### src/rtl/seq_divider.sv
// Multi-cycle unsigned restoring divider, one quotient bit per cycle.
// Start/complete responder for the execution unit divide path.
module seq_divider #(
  parameter int WIDTH = 32
) (
  input  logic             clk,
  input  logic             rst,
  input  logic             start,
  input  logic             hold,
  input  logic [WIDTH-1:0] a,
  input  logic [WIDTH-1:0] b,
  output logic             busy,
  output logic             complete,
  output logic             divide_by_0,
  output logic [WIDTH-1:0] quotient,
  output logic [WIDTH-1:0] remainder
);

  localparam int CW = $clog2(WIDTH) + 1;
  localparam logic [CW-1:0] LAST = CW'(WIDTH - 1);

  localparam logic [1:0] IDLE = 2'd0;
  localparam logic [1:0] BUSY = 2'd1;
  localparam logic [1:0] DONE = 2'd2;

  logic [1:0]       state;
  logic [WIDTH:0]   r;
  logic [WIDTH-1:0] q;
  logic [WIDTH-1:0] d;
  logic [CW-1:0]    cnt;

  logic [WIDTH:0]   t;
  logic             ge;
  logic [WIDTH:0]   r_nxt;
  logic [WIDTH-1:0] q_nxt;

  always_comb begin
    t     = {r[WIDTH-1:0], q[WIDTH-1]};
    ge    = t >= {1'b0, d};
    r_nxt = ge ? t - {1'b0, d} : t;
    q_nxt = {q[WIDTH-2:0], ge};
  end

  assign busy = (state == BUSY);

  always_ff @(posedge clk) begin
    if (rst) begin
      state       <= IDLE;
      r           <= '0;
      q           <= '0;
      d           <= '0;
      cnt         <= '0;
      complete    <= 1'b0;
      divide_by_0 <= 1'b0;
      quotient    <= '0;
      remainder   <= '0;
    end else if (start) begin
      // A new request always wins over whatever is in flight.
      if (b != '0) begin
        state       <= BUSY;
        r           <= '0;
        q           <= a;
        d           <= b;
        cnt         <= '0;
        complete    <= 1'b0;
        divide_by_0 <= 1'b0;
      end else begin
        state       <= DONE;
        complete    <= 1'b1;
        divide_by_0 <= 1'b1;
        quotient    <= '1;
        remainder   <= a;
      end
    end else if (state == BUSY && !hold) begin
      r   <= r_nxt;
      q   <= q_nxt;
      cnt <= cnt + 1'b1;
      if (cnt == LAST) begin
        state       <= DONE;
        quotient    <= q_nxt;
        remainder   <= r_nxt[WIDTH-1:0];
        complete    <= 1'b1;
        divide_by_0 <= 1'b0;
      end
    end
  end

endmodule

### config.mk
export PLATFORM = sky130hd
export DESIGN_NAME = seq_divider
export DESIGN_NICKNAME = d
export VERILOG_FILES = /design/src/rtl/seq_divider.sv
export SDC_FILE = /design/constraint.sdc
export NUM_CORES = 1
export LEC_CHECK = 0
export CORE_MARGIN = 1.5
export CORE_UTILIZATION = 55
export CTS_CLUSTER_SIZE = 40
export DETAILED_ROUTE_END_ITERATION = 10
export PLACE_DENSITY = 0.78
export SKIP_LAST_GASP = 1
export SYNTH_ARGS = -nofsm -noshare
export SYNTH_HDL_FRONTEND = slang
export SYNTH_SLANG_ARGS = --single-unit
### constraint.sdc
create_clock -name clk -period 3.8 [get_ports clk]
set_clock_uncertainty 0.1 [all_clocks]
set_input_delay 0.57 -clock clk [delete_from_list [all_inputs] [get_ports clk]]
set_output_delay 0.57 -clock clk [all_outputs]
set_load 0.01 [all_outputs]
== Yosys cells after proc, flatten, opt, wreduce, memory -nomap -nowiden ==
Cells that the tools add are included.

* Word-level logic and storage cells: 54
* Bits of input ports: 68
* Output and inout bits: 67
* Register bits after elaboration: 170

* Magnitude comparators: 1
* Multiplexer cells: 29
* Reductions and logical operators: 9
* Eq/ne operators: 4
* $add $sub $neg: 2

{| class="wikitable"
|+ Operators by type and width
! kind !! count
|-
| $mux W32 || 15
|-
| $ge A33 B32 Y1 || 1
|-
| $reduce_bool A32 Y1 || 1
|-
| $sub A32 B32 Y32 || 1
|-
| $mux W6 || 3
|-
| $mux W2 || 4
|-
| $mux W1 || 7
|-
| $add A6 B1 Y6 const B || 1
|-
| $eq A6 B5 Y1 const B || 1
|-
| $reduce_and A2 Y1 || 3
|-
| $reduce_bool A2 Y1 || 2
|-
| $reduce_and A3 Y1 || 1
|-
| $eq A2 B1 Y1 const B || 1
|-
| $ne A2 B1 Y1 const B || 1
|-
| $ne A2 B2 Y1 const B || 1
|-
| $logic_and A1 B1 Y1 || 1
|-
| $logic_not A1 Y1 || 1
|}

== Depth between registers and ports, before layout ==
Gate-level depths: netlist (run 1).

* Word-level depth: 5
* Depth in mapped cells: 12
* Gate-level depth less buffers: 12

== Worst setup path after synthesis (run 1) ==
No wires, ideal clock.

* Kind: reg-to-reg
* Start: reg q[31]
* End: reg remainder[18]
* Arrival time: 2.690 ns
* Slack: 0.919 ns
* Setup time: 0.091 ns
* Stages on the path, launching flop included: 13
* Required time: 3.609 ns
* Path buffers: 0
* Period minus slack after synthesis: 2.881 ns
* Cell sequence: dfxtp_1 > inv_1 > ha_1 > inv_1 > fa_1 > a21o_1 > a221oi_4 > nor4b_1 > or2_2 > a21oi_1 > xnor2_1 > a211o_1 > a311oi_1

* Cells in the longest elaborated chain, start to end: 5
* Elaborated cells between the ends (all ways): 6
* Classes of those cells: add/sub: 1; order compare: 1; mux: 4

{| class="wikitable"
|+ RTL lines
! element !! RTL line !! RTL
|-
| start: declaration || 28 || <nowiki>logic [WIDTH-1:0] q;</nowiki>
|-
| start signal: assignment || 76 || <nowiki>q <= q_nxt;</nowiki>
|-
| $sub A32 B32 Y32 or $ge A33 B32 Y1 (tied branches) || 40, 39 ||
|-
| $mux W32 (*) || 40 || <nowiki>r_nxt = ge ? t - {1'b0, d} : t;</nowiki>
|-
| $mux W32 (*) || 78 || <nowiki>if (cnt == LAST) begin</nowiki>
|-
| $mux W32 (*) || 74 || <nowiki>end else if (state == BUSY && !hold) begin</nowiki>
|-
| $mux W32 (*) || 57 || <nowiki>end else if (start) begin</nowiki>
|-
| end signal: assignment || 81 || <nowiki>remainder <= r_nxt[WIDTH-1:0];</nowiki>
|-
| end: declaration || 16 || <nowiki>output logic [WIDTH-1:0] remainder</nowiki>
|}

Mark *: on every way between the ends. The rest lies on a longest branch, timed or not. The select of a mux whose other input is x is not followed.
A chain may end at the register's enable or synchronous reset.

== Worst setup path in the final report (run 1) ==
* Start: reg r[1]
* End: reg remainder[11]

* Cells in the longest elaborated chain, start to end: 5
* Elaborated cells between the ends (all ways): 6
* Classes of those cells: add/sub: 1; order compare: 1; mux: 4

{| class="wikitable"
|+ RTL lines
! element !! RTL line !! RTL
|-
| start: declaration || 27 || <nowiki>logic [WIDTH:0] r;</nowiki>
|-
| start signal: assignment || 75 || <nowiki>r <= r_nxt;</nowiki>
|-
| $sub A32 B32 Y32 or $ge A33 B32 Y1 (tied branches) || 40, 39 ||
|-
| $mux W32 (*) || 40 ||
|-
| $mux W32 (*) || 78 ||
|-
| $mux W32 (*) || 74 ||
|-
| $mux W32 (*) || 57 ||
|}

Marks and branches as above.

==> flow_summary.toml, run 1 <==
[yosys]
syn-cell-area_um2 = 9080
synth-edff-count = 0
synthFlopType = "dfxtp_1"
yosysTopAreaCell = "dfxtp_1"
ys.warnings.count = 0
ys_seq_area_share_pct = 37.3
synth.area.top_cells = "dfxtp_1, nor2_1, mux2i_1"
synth_cell_types = 75
yosys.area.top_type_share_pct = 37.3
synth.avg_cell_area_um2 = 8.11
syn_nets = 1222
ys_seq_elements = 169
syn_inst = 1120
async_reset_ff_share_pct = 0

[sta]
slew_headroom_pct = 34.9
layout_setup_ws_ns = 0.404
min_period_ns = 3.40
hold_viol_final = 0
rsz0062_at_grt = "no"
setup_viol = 0
finalCritPeriodShare_pct = 89.4
worst_pin_slew_ns = 0.972
setup_tns_ns = 0
fmax_mhz = 294
slew_violations = 0

[clock_tree]
clockBufferDepth = 2
ctsHoldBuffers = 0
cts-root-buf = "clkbuf_16"
cts_made_buffers = 17
cts_tree = "yes"
clock-sinks = 169
path_clk_slew_ns = 0.07
cts_setup_buffers = 0
cts_resized = 0
clock_latency_ns = 0.43
cts-htree-levels = 4

[placement]
dp_hpwl_mm = 19.1
dp_slack_ns = 0.544
port_buffers = 134
routabilityCongestion = 0.989
placed_cell_area_um2 = 10600

[min_path]
hold_class = "reg2reg"
min-delay-start = "remainder[3]"

[route]
ant_nets = 0
dr_total_vias = 8710
drt_iter0_markers = 832
routed_wirelength_mm = 26.0
avgRoutedWirePerCell_um = 17.9
drc = 0
first_pass_iters = 6
viasPerCell = 6.01

[critical_path]
cp-end-kind = "flop"
startpoint_type = "flop"
startpoint = "r[1]"
worstPathArrival_ns = 3.59
critPathKind = "reg2reg"
required_ns = 4.00
crit-reg2reg-launch = "r[1]"
critPathMaxFanout = 14

[pwr]
power.total_mw = 4.27
ir_drop_v = 0.000333
p_leak_nw = 4.49
power_density_nw_per_um2 = 385

[die]
fp.dieH_um = 131
rows = 46
start_util_pct = 56.7
ios = 135
die_area_um2 = 17300
die_x_um = 131
core_area_um2 = 16000

[grt]
overflow = 0
antenna_found_initial = 0
grt_pass1_vias = 7915
grt_util_all_layers_pct = 30.0
grt_pass1_wl_mm = 42.0
grt_start_max_net_pins = 69

[cells_and_area]
stdcell_area_um2 = 11100
drive_above_1_share_pct = 6.16
diodes = 0
fin_util_pct = 69.4
final_nets = 1322
syn_to_final_growth_pct = 22.3

[run_status]
status = "completed"

[job]
cap_violations = 0
[per-layer routing]
| metal | track usage (%) | wire length [um] | vias to the layer above |
|---|---|---|---|
| met1 | 42.8 | 12000 | 4020 |
| met2 | 46.2 | 11300 | 402 |
| met4 | 9.81 | 542 | 0 |
| li1 | - | - | 4250 |
| met5 | 0 | 0 | - |
| met3 | 4.86 | 2090 | 38 |
[placed cells by master (no fill, tap or decap), drive strengths merged, types with 14 or more instances in the layout]
master,Yosys,layout
a211oi,50,50
clkbuf,54,18
a21o,15,15
nor2,176,176
o211ai,16,16
nand2,90,90
nor3,40,40
dfxtp,169,169
buf,19,22
a21oi,73,73
nand3,22,22
and3,14,14
nand4,14,14
ha,33,33
mux2i,62,62
o21ai,63,63
inv,46,51
clkdlybuf4s50,0,132
[cells in the mapped netlist (all sizes together), types with 4 or more instances]
cell type / n
inv: 46
a2111oi: 4
dfxtp: 169
o21ai: 63
ha: 33
nand2b: 5
nand4: 14
buf: 19
a211o: 4
a21boi: 5
o21bai: 8
a211oi: 50
and3: 14
nand3: 22
nor4: 10
or3: 8
xnor2: 12
a21o: 15
o21a: 10
mux2i: 62
xor2: 9
nand2: 90
a311oi: 11
o211ai: 16
o22ai: 5
nand3b: 4
clkbuf: 54
a32oi: 7
a21oi: 73
and2: 4
nor3: 40
nor2b: 4
nor2: 176
a31oi: 9
[state kept, by name, indices dropped and copies added, names as in the netlist]
register / cells
d: 32
q: 32
quotient: 32
r: 32
remainder: 32
cnt: 6
state: 2
divide_by_0: 1
[critical path, cell delays in order (launching register included)]
cell and delay (ns):
dfxtp_1 0.36, ha_1 0.50, o211ai_1 0.12, a21o_1 0.20
a21o_1 0.25, o211ai_2 0.41, a21o_1 0.48, nor2_1 0.07
buf_4 0.20, a211oi_1 0.43, o41ai_1 0.12
[cell type report]
cell class,instances,area (um2)
multi-input cells,832,5230
well taps,216,270
flip-flops and latches,169,3380
repair buffers,154,1510
clock buffers,18,429
fillers,1350,4900
clock inverters,14,115
inverters,46,173
[final timing paths]
check | depth (start not counted) | to | slack, ns
min reg2reg | 2 | remainder[3] | 0.36
min | 2 | remainder[3] | 0.36
max reg2reg | 10 | remainder[11] | 0.40
max | 10 | remainder[11] | 0.40
[metrics by stage]
step | hold WS, ns | std cells
3_3_place_gp | 0.336 | 1417
5_1_grt | 0.379 | 1449
3_5_place_dp | 0.348 | 1417
6_report | 0.365 | 1449
2_1_floorplan | 0.333 | 1120
4_1_cts | 0.365 | 1449
[kinds of logic after synthesis]
| group | share of synthesized area (%) |
|---|---|
| AO/OA/AOI/OAI | 23.8 |
| buffers and inverters | 5.35 |
| flip-flops | 37.3 |
| multiplexers | 6.84 |
| XOR/XNOR | 2.03 |
| AND/OR/NAND/NOR | 20.0 |
| adder cells (fa/ha/maj) | 4.77 |
[power breakdown]
group	internal [mW]	leakage, nW	switching, mW
combinational	0.325	2.84	0.403
clock	0.851	0.269	0.774
sequential	1.86	1.39	0.0599
total	3.04	4.49	1.24
Power figures use the tool's default switching activity.
==> run 2: changes to the inputs <==
--- a/config.mk
+++ b/config.mk
@@ -9,7 +9,7 @@
 export CORE_UTILIZATION = 55
 export CTS_CLUSTER_SIZE = 40
 export DETAILED_ROUTE_END_ITERATION = 10
-export PLACE_DENSITY = 0.78
+export PLACE_DENSITY = 0.92
 export SKIP_LAST_GASP = 1
 export SYNTH_ARGS = -nofsm -noshare
 export SYNTH_HDL_FRONTEND = slang
==> flow_summary.toml, run 2 (synthesized netlist as in run 1, its figures left out) <==
[route]
avgRoutedWirePerCell_um = 18.3
dr_total_vias = 8861
drc = 0
routed_wirelength_mm = 26.5
drt_iter0_markers = 850
viasPerCell = 6.12
ant_nets = 0
first_pass_iters = 5

[grt]
grt_start_max_net_pins = 66
grt_util_all_layers_pct = 30.5
grt_pass1_wl_mm = 43.0
antenna_found_initial = 0
overflow = 0
grt_pass1_vias = 8479

[critical_path]
required_ns = 3.99
critPathKind = "reg2reg"
slowest_delay_ns = 0.40
critPathMaxFanout = 25
path_cells = "inv_1 -> ha_1 -> a21o_1 -> nor3_1 -> a21o_1 -> o211ai_2 -> a21oi_2 -> buf_4 -> a21oi_1 -> a211oi_1 -> o41ai_1"
r2r_slack_ns = 0.43
cp-end-kind = "flop"
worstPathArrival_ns = 3.57
crit_path_frequent_cell = "a21o_1"
slowest_stage = "a21oi_2"
startpoint_type = "flop"

[sta]
min_period_ns = 3.37
slew_violations = 0
setup_tns_ns = 0
finalCritPeriodShare_pct = 88.8
worst_pin_slew_ns = 0.946
slew_headroom_pct = 36.7
hold_viol_final = 0
setup_viol = 0
fmax_mhz = 296
rsz0062_at_grt = "no"

[clock_tree]
clock_latency_ns = 0.43
cts-root-buf = "clkbuf_16"
cts_made_buffers = 17
path_clk_slew_ns = 0.07
cts_tree = "yes"
ctsHoldBuffers = 0
cts_setup_buffers = 0
cts-htree-levels = 4
cts_resized = 0
clockBufferDepth = 2
clock-sinks = 169

[pwr]
internal-power_mw = 3.13
switching_share_pct = 29.0
power_frac_comb_pct = 16.5
p_leak_nw = 4.50
clockPowerShare_pct = 39.9
ir_drop_v = 0.000312
power_density_nw_per_um2 = 396
power_frac_seq_pct = 43.6
power.total_mw = 4.41
switchingPower_mw = 1.28

[cells_and_area]
final_common_cell = "nor2_1"
drive_above_1_share_pct = 6.17
diodes = 0
syn_to_final_growth_pct = 22.6
regArea_um2 = 3380
fin_util_pct = 69.5
fill_cells = 1280
most-common-layout-cells = "nor2_1, dfxtp_1, clkdlybuf4s50_1"
final_nets = 1321
multi_input_area_um2 = 5230

[die]
die_x_um = 131
fp.dieH_um = 131
die_area_um2 = 17300
ios = 135
start_util_pct = 56.7
rows = 46
core_area_um2 = 16000

[placement]
port_buffers = 134
routabilityCongestion = 1.01
dp_hpwl_mm = 19.3

[job]
cap_violations = 0

[min_path]
hold_class = "reg2reg"

[run_status]
status = "completed"
-- run 2: cell count changes in the layout (fill, tap and decap cells not counted), sizes merged --
| cell | delta |
|---|---|
| buf | -1 |
| bufinv | +1 |
| clkinv | -4 |
| inv | +3 |
-- run 2: final cells by class --
class                   count  area share (%)
clock buffers              18            3.95
clock inverters            14            1.34
inverters                  46            1.55
multi-input cells         832            47.0
flip-flops and latches    169            30.4
well taps                 216            2.43
repair buffers            153            13.4
-- run 2: final timing paths --
| path | startpoint | to | cells past startpoint |
|---|---|---|---|
| min | remainder[1] | remainder[1] | 2 |
| min reg2reg | remainder[1] | remainder[1] | 2 |
| max reg2reg | d[4] | remainder[11] | 11 |
| max | d[4] | remainder[11] | 11 |
-- run 2: metal layers --
metal	up-vias	GRT usage [%]	share of wire (%)
met5	-	0	0
met4	0	9.94	2.9
met3	70	7.60	9.4
met2	472	48.2	45
met1	4074	40.6	43
li1	4245	-	-
-- run 2: power by group through the flow --
stage	Sequential [mW]	Clock [mW]	Combinational, mW
final	1.92	1.76	0.727
after floorplan	1.96	0	0.423
after CTS	1.92	1.75	0.718
after detailed placement	1.96	0	0.712
after global placement	1.96	0	0.699
after global routing	1.93	1.82	0.793
-- run 2: per-stage QoR --
| stage | instance area, um2 | worst slack (ns) | hold WS [ns] | cells |
|---|---|---|---|---|
| floorplan | 9080 | 0.919 | 0.333 | 1120 |
| global placement | 10500 | 0.512 | 0.338 | 1416 |
| detailed placement | 10500 | 0.462 | 0.354 | 1416 |
| CTS | 11100 | 0.483 | 0.372 | 1448 |
| global route | 11100 | 0.212 | 0.386 | 1448 |
| finish | 11100 | 0.426 | 0.371 | 1448 |
-- run 2: critical path: cells and delay by family (launching register included) --
family	cells	cell delay, ns
AOI/OAI and AO/OA	7	1.79
DFF	1	0.34
buffers and inverters	2	0.40
adders and majority gates	1	0.34
and+or+nand+nor	1	0.26
